**config.mk**
```make
export PLATFORM = sky130hd
export DESIGN_NAME = pipeline_control_arbiter
export DESIGN_NICKNAME = d
export VERILOG_FILES = /design/src/rtl/pipeline_control_arbiter.sv
export SDC_FILE = /design/constraint.sdc
export NUM_CORES = 1
export LEC_CHECK = 0
export CAP_MARGIN = 40
export CORE_MARGIN = 5
export CORE_UTILIZATION = 31
export DETAILED_ROUTE_END_ITERATION = 16
export PLACE_DENSITY_LB_ADDON = 0.1
export SLEW_MARGIN = 30
export SYNTH_ARGS = -nofsm -noshare
export SYNTH_HDL_FRONTEND = slang
export SYNTH_SLANG_ARGS = --single-unit
```
**constraint.sdc**
```tcl
create_clock -name clk -period 2.31 [get_ports clk]
set_input_delay 0.462 -clock clk [delete_from_list [all_inputs] [get_ports clk]]
set_output_delay 0.462 -clock clk [all_outputs]
set_load 0.02 [all_outputs]
```
**src/rtl/pipeline_control_arbiter.sv**
```systemverilog
// Resolves per-source pipeline control requests into one control word, with
// exclusive locking, barrier stall/reset conflict cleanup and a stall watchdog.

package pipeline_control_arbiter_pkg;

  typedef struct packed {
    logic active;
    logic exclusive;
    logic IF_ID_stall;
    logic ID_EX_stall;
    logic EX_MEM_stall;
    logic MEM_WB_stall;
    logic IF_ID_reset;
    logic ID_EX_reset;
    logic EX_MEM_reset;
    logic MEM_WB_reset;
    logic force_sr1_load;
    logic force_sr2_load;
    logic fetch_stall;
    logic decode_stall;
    logic execute_stall;
    logic mem_stall;
  } lc3b_pipeline_control_word;

endpackage

module pipeline_control_arbiter
  import pipeline_control_arbiter_pkg::*;
#(
  parameter int NUM_REQ      = 4,
  parameter int WATCHDOG_MAX = 1023
) (
  input  logic                                     clk,
  input  logic                                     reset,
  input  lc3b_pipeline_control_word [NUM_REQ-1:0]  request,
  output lc3b_pipeline_control_word                pipeline_control,
  output logic [NUM_REQ-1:0]                       grant,
  output logic                                     locked,
  output logic [$clog2(NUM_REQ)-1:0]               lock_owner,
  output logic [15:0]                              stall_cycles,
  output logic                                     watchdog_timeout
);

  localparam int          IW      = $clog2(NUM_REQ);
  localparam logic [15:0] WdLimit = 16'(WATCHDOG_MAX);

  typedef enum logic {
    IDLE,
    LOCKED
  } state_e;

  state_e                    state_q, state_d;
  logic [IW-1:0]             owner_q, owner_d;
  logic [15:0]               stall_q, stall_d;
  logic                      wd_q, wd_d;

  lc3b_pipeline_control_word merged;
  logic [NUM_REQ-1:0]        mergeGrant;
  logic                      exclFound;
  logic [IW-1:0]             exclIdx;
  lc3b_pipeline_control_word word;
  logic [NUM_REQ-1:0]        wordGrant;

  // Shared OR-merge of every active source, and the lowest-index exclusive requester.
  always_comb begin
    merged     = '0;
    mergeGrant = '0;
    exclFound  = 1'b0;
    exclIdx    = '0;
    for (int i = 0; i < NUM_REQ; i++) begin
      if (request[i].active) begin
        merged        = lc3b_pipeline_control_word'(merged | request[i]);
        mergeGrant[i] = 1'b1;
      end
    end
    merged.active    = |mergeGrant;
    merged.exclusive = 1'b0;
    for (int i = NUM_REQ - 1; i >= 0; i--) begin
      if (request[i].active && request[i].exclusive) begin
        exclFound = 1'b1;
        exclIdx   = i[IW-1:0];
      end
    end
  end

  // A release cycle is always resolved by the merge, so relock needs a fresh IDLE cycle.
  always_comb begin
    state_d   = state_q;
    owner_d   = owner_q;
    word      = merged;
    wordGrant = mergeGrant;
    unique case (state_q)
      IDLE: begin
        if (exclFound) begin
          word               = request[exclIdx];
          word.exclusive     = 1'b1;
          wordGrant          = '0;
          wordGrant[exclIdx] = 1'b1;
          state_d            = LOCKED;
          owner_d            = exclIdx;
        end
      end
      LOCKED: begin
        if (request[owner_q].active) begin
          word               = request[owner_q];
          word.exclusive     = 1'b1;
          wordGrant          = '0;
          wordGrant[owner_q] = 1'b1;
        end else begin
          state_d = IDLE;
        end
      end
      default: state_d = IDLE;
    endcase

    word.IF_ID_stall  = word.IF_ID_stall  & ~word.IF_ID_reset;
    word.ID_EX_stall  = word.ID_EX_stall  & ~word.ID_EX_reset;
    word.EX_MEM_stall = word.EX_MEM_stall & ~word.EX_MEM_reset;
    word.MEM_WB_stall = word.MEM_WB_stall & ~word.MEM_WB_reset;

    if (reset) begin
      word      = '0;
      wordGrant = '0;
    end
  end

  // Stall duration counter and sticky watchdog flag.
  always_comb begin
    if (!word.active) begin
      stall_d = 16'd0;
    end else if (stall_q == 16'hFFFF) begin
      stall_d = stall_q;
    end else begin
      stall_d = stall_q + 16'd1;
    end
    wd_d = wd_q | ((stall_d == WdLimit) && (stall_q != WdLimit));
  end

  always_ff @(posedge clk or posedge reset) begin
    if (reset) begin
      state_q <= IDLE;
      owner_q <= '0;
      stall_q <= 16'd0;
      wd_q    <= 1'b0;
    end else begin
      state_q <= state_d;
      owner_q <= owner_d;
      stall_q <= stall_d;
      wd_q    <= wd_d;
    end
  end

  assign pipeline_control = word;
  assign grant            = wordGrant;
  assign locked           = (state_q == LOCKED);
  assign lock_owner       = owner_q;
  assign stall_cycles     = stall_q;
  assign watchdog_timeout = wd_q;

endmodule

```
# --- Yosys cells after proc, flatten, opt, wreduce, memory -nomap -nowiden ---
# Index checks and enable logic that the tools add are counted.
word_totals:
  reg_bits: 20
  latch_bits: 0
  ram_bits: 0
  mem_bits_ro: 0
  inputBits: 66
  out_inout_bits: 40
  elab_cells: 71
  mem_count: 0
op_classes:
  n_addsub: 1
  n_mul: 0
  div_mod_pow: 0
  magnitude_cmp: 4
  eq_ne: 3
  shift: 0
  n_mux: 37
  bitwise: 13
  reduce_logical: 9
ops:
  columns: ["cell", "count"]
  rows:
  - ["16-bit 2-to-1 mux", 7]
  - ["16-bit binary-select mux with 2-bit select", 2]
  - ["14-bit 2-to-1 mux", 4]
  - ["14-bit bitwise OR", 3]
  - ["16-bit one-hot mux with 2 select lines", 1]
  - ["16-bit by 1-bit adder with 16-bit output (second input constant)", 1]
  - ["16-bit by 10-bit == test with 1-bit output (second input constant)", 1]
  - ["16-bit == test (second input constant)", 1]
  - ["16-bit by 10-bit != test with 1-bit output (second input constant)", 1]
  - ["1-bit 2-to-1 mux", 12]
  - ["4-bit 2-to-1 mux", 3]
  - ["2-bit 2-to-1 mux", 4]
  - ["4-bit one-hot mux with 2 select lines", 1]
  - ["1-bit logical AND", 7]
  - ["2-bit by 3-bit less-than comparator with 1-bit output (second input constant)", 2]
  - ["1-bit inverter", 5]
  - ["1-bit bitwise AND", 4]
  - ["1-bit demux with 2-bit select", 2]
  - ["2-bit by 1-bit >= comparator with 1-bit output (second input constant)", 2]
  - ["4-bit OR reduction", 1]
  - ["1-bit one-hot mux with 2 select lines", 1]
  - ["2-bit AND reduction", 1]
  - ["1-bit bitwise OR", 1]

# --- Depth between registers and ports, before layout ---
# Gate-level depths: netlist (run 1).
logic_depth:
  ltp_word: 16
  ltp_mapped: 8
  mapped_depth_nobuf: 7

# --- Least setup slack after synthesis (run 1) ---
# Ideal clock, no wire load.
synth_timing:
  path_type: "flip-flop to output port"
  start: "register owner_q[0], in the netlist lock_owner[0]"
  end: "output pipeline_control[10] (netlist bit)"
  arrival_time_ps: 1907
  required_time_ps: 1848
  path_slack_ps: -59
  path_stages_with_launch: 7
  path_buffers: 1
  cell_sequence: "dfrtp_1 > buf_2 > mux4_2 > nand2_1 > o211ai_1 > o31ai_2 > o311a_1"
synth_lines:
  columns: ["item", "line_no", "rtl"]
  rows:
  - ["from (decl)", "53", "logic [IW-1:0] owner_q, owner_d;"]
  - ["from (signal assigned)", "147", "owner_q <= owner_d;"]
  - ["to (decl)", "36", "output lc3b_pipeline_control_word pipeline_control,"]

==> results.tsv, run 1 <==
stage	metric	value	unit
outcome	outcome	complete, but fails checks	
outcome	failing checks	setup timing	
die	row count	35	
worst_setup_path	CP endpoint	pipeline_control[13]	
placed_design	port buffer count	105	
timing	f_max	0.405	GHz
die	Die Width	106	um
timing	Worst Max-Slew Pin Slew	0.394	ns
layout	fin nets	586	
layout	P&R area growth vs syn	78.8	%
detailed_routing	drt pass-1 iters	4	
worst_setup_path	top cell family by delay on the critical path	buffers and inverters	
power_and_ir_drop	leakage dissipation	2.08	nW
timing	post-route setup TNS	-1.37	ns
clock_tree	hold_buf cts	0	
synth	count of different cell masters after synthesis	68	
timing	Final Hold Fails	0	
power_and_ir_drop	pwr dens	739	mW/mm^2
clock_tree	CTS tree	built	
synth	Syn Nets	429	
die	Core Area	0.00911	mm^2
worst_setup_path	crit path from	request[45]	
detailed_routing	Routed WL	12400	um
timing	clock skew	0.00377	ns
layout	most common cell after layout, fill and taps aside	buf_4	
layout	commonest cells after routing, fill and taps aside	buf_4 (59), clkdlybuf4s50_1 (51), nor2_1 (36), buf_6 (28), dlygate4sd2_1 (27)	
clock_tree	CTS H-tree depth	1	
clock_tree	clock latency on the worst-skew pair	0.26	ns
die	io pins	106	
timing	fin worst setup slack	-0.159	ns
layout	ratio of cells with drive above 1 in the final layout	0.410	
global_route	initial antenna violation count	0	
detailed_routing	via count	3735	
detailed_routing	Avg Vias per Cell	5.95	
power_and_ir_drop	Max rail drop VDD	656	uV
die	DIE HEIGHT	106	um
worst_setup_path	R2R depth	7	
timing	RSZ-0062 raised after global routing	yes	
detailed_routing	DRC viols	0	
synth	Syn Std Cell Area	0.00286	mm^2
timing	min Tclk post-route	2.47	ns
worst_setup_path	crit-path max FO	3	
die	Starting Density	0.314	
synth	YS warnings	0	
worst_setup_path	Worst Path Arrival	2.01	ns
worst_setup_path	worst path bufs/invs	2	
clock_tree	Clock Tree Buf Depth	2	
global_route	vias in the first global route	3755	
job	Max Cap Viol	0	
worst_setup_path	most frequent CP cell	a21oi_1	
clock_tree	TritonCTS Buffers	3	
detailed_routing	number of routed nets with antenna violations	0	
global_route	Total GRT Usage	0.218	
layout	final core utilization	0.562	
worst_setup_path	Reg-to-Reg End	watchdog_timeout	
placed_design	Final HPWL DP	8680	um
timing	fin. max-slew vios	0	
layout	ANT cells	0	
timing	endpoints failing setup	15	
worst_setup_path	Slowest-stage cell, CP	clkdlybuf4s50_1	
synth	Avg Cell Area, Syn	7.91	um^2
worst_setup_path	Critical Path Sink Type	primary output	
synth	Seq/Total Area, Yosys	0.175	
worst_setup_path	WS Path Type	primary input to primary output	
timing	final period utilization	1.07	
worst_setup_path	Req. time, crit path	1.85	ns
global_route	gr ovfl total	0	
synth	async set-or-reset flop fraction in the synthesized netlist	1.00	
synth	FF+latch count, synth	20	
clock_tree	Clk pin slew, worst setup/hold paths	0.08	ns
clock_tree	CTS Root Cell	clkbuf_8	
global_route	first-pass GRT wire length	20100	um
detailed_routing	DRT iter0 DRCs	246	
synth	Most used DFF post-synth	dfrtp_1	
worst_setup_path	worst path cell trace	clkdlybuf4s50_1 -> mux4_2 -> a21oi_1 -> a21oi_1 -> o311a_1 -> buf_6	
worst_setup_path	crit path launch type	primary input	
timing	Rel. slew slack	0.736	
worst_setup_path	Largest stage delay, worst path	0.50	ns
synth	Post-Syn Instances	362	
min_path	Min-Delay Path Class	flip-flop to flip-flop	
worst_setup_path	worst r2r src	stall_cycles[0]	
worst_setup_path	Worst path depth	6	
placed_design	GPL Wtd Cong	0.875	
detailed_routing	routed len/inst	19.7	um
clock_tree	# clock sinks	20	
layout	FILL cells	832	
die	die area	0.0113	mm^2
worst_setup_path	reg-to-reg slack, setup	0.38	ns
synth	EDFF count, synth	0	
global_route	pin count of the biggest net entering global routing	32	
## cells in the mapped netlist (3+ instances only)
cell	n	area, um^2
a21oi_1	39	195
a221oi_1	22	193
a22o_1	8	70.1
a22oi_1	12	90.1
a31oi_1	22	138
and2_1	3	18.8
buf_2	13	65.1
buf_4	3	22.5
buf_6	3	33.8
clkbuf_1	13	48.8
clkbuf_2	4	20.0
dfrtp_1	20	500
inv_1	5	18.8
mux2i_1	4	40.0
mux4_2	14	315
nand2_1	35	131
nand3_1	8	40.0
nand4_1	5	31.3
nor2_1	39	146
nor3_1	8	40.0
o211ai_1	4	30.0
o21ai_0	6	30.0
o21ai_1	4	20.0
o311a_1	4	40.0
o31a_1	7	61.3
o31ai_2	4	50.1
xor2_1	6	52.6
## routing by layer
metal | track usage | routed length [um]
met5 | 0 | 0
met4 | 0.0361 | 146
met3 | 0.0413 | 975
met2 | 0.352 | 5570
met1 | 0.307 | 5700
## area by class of cell
type	count	area (um^2)	area share
Tap cell	111	139	0.0271
Sequential cell	20	503	0.0983
Multi-Input combinational cell	299	2470	0.483
Clock buffer	3	41.3	0.00807
Inverter	5	18.8	0.00367
Timing Repair Buffer	190	1940	0.380
## repair_timing
action                                  in CTS  in global routing
endpoints found under the setup margin      20                 18
gates resized for setup                    249                 19
pin swaps                                   39                 13
cloned                                       7                  0
setup buffers                               21                  1
## cell families after synthesis
| kind of cell | synth area share |
|---|---|
| flops | 0.175 |
| compound gates | 0.369 |
| buf+inv | 0.0756 |
| simple gates | 0.223 |
| xor+xnor | 0.0245 |
| fa+ha+maj | 0.00437 |
| mux | 0.128 |
## worst min path at each step
stage | start | end | cells past startpoint | slack, ns
finish | watchdog_timeout | watchdog_timeout | 1 | 0.48
global route | watchdog_timeout | watchdog_timeout | 1 | 0.53
CTS | watchdog_timeout | watchdog_timeout | 1 | 0.49
detailed placement | watchdog_timeout | watchdog_timeout | 1 | 0.47
global placement | watchdog_timeout | watchdog_timeout | 1 | 0.46
floorplan | watchdog_timeout | watchdog_timeout | 1 | 0.58
## through the flow
| step | instance area (um^2) | setup WS [ns] | hold slack [ns] | power (W) | cells |
|---|---|---|---|---|---|
| 2_1_floorplan | 2880 | 0.0139 | 0.582 | 0.00181 | 362 |
| 3_3_place_gp | 4400 | -1.01 | 0.463 | 0.00273 | 601 |
| 3_5_place_dp | 4400 | -1.02 | 0.466 | 0.00273 | 601 |
| 4_1_cts | 5030 | -0.166 | 0.491 | 0.00364 | 627 |
| 5_1_grt | 5120 | -0.265 | 0.534 | 0.00397 | 628 |
| 6_report | 5120 | -0.159 | 0.482 | 0.00378 | 628 |
## report_power, final
part | leakage, nW | switching, W | internal (W)
registers | 0.269 | 0.0000450 | 0.000385
clock network | 0.0216 | 0.000117 | 0.000116
logic | 1.79 | 0.00145 | 0.00166
total | 2.08 | 0.00162 | 0.00216
## sequential cells by signal, summed over array words and instances, names as in the netlist
name and cells:
stall_cycles 16, watchdog_timeout 1, lock_owner 2, locked 1
No activity file was read; power rests on OpenSTA's default activity.
==> inputs of run 2 (changes only) <==
- CTS_CLUSTER_DIAMETER: default -> 150
- HOLD_SLACK_MARGIN: default -> 0.12
==> results of run 2 <==
Same layout as run 1: the final DEF is identical, and so are final timing and power.
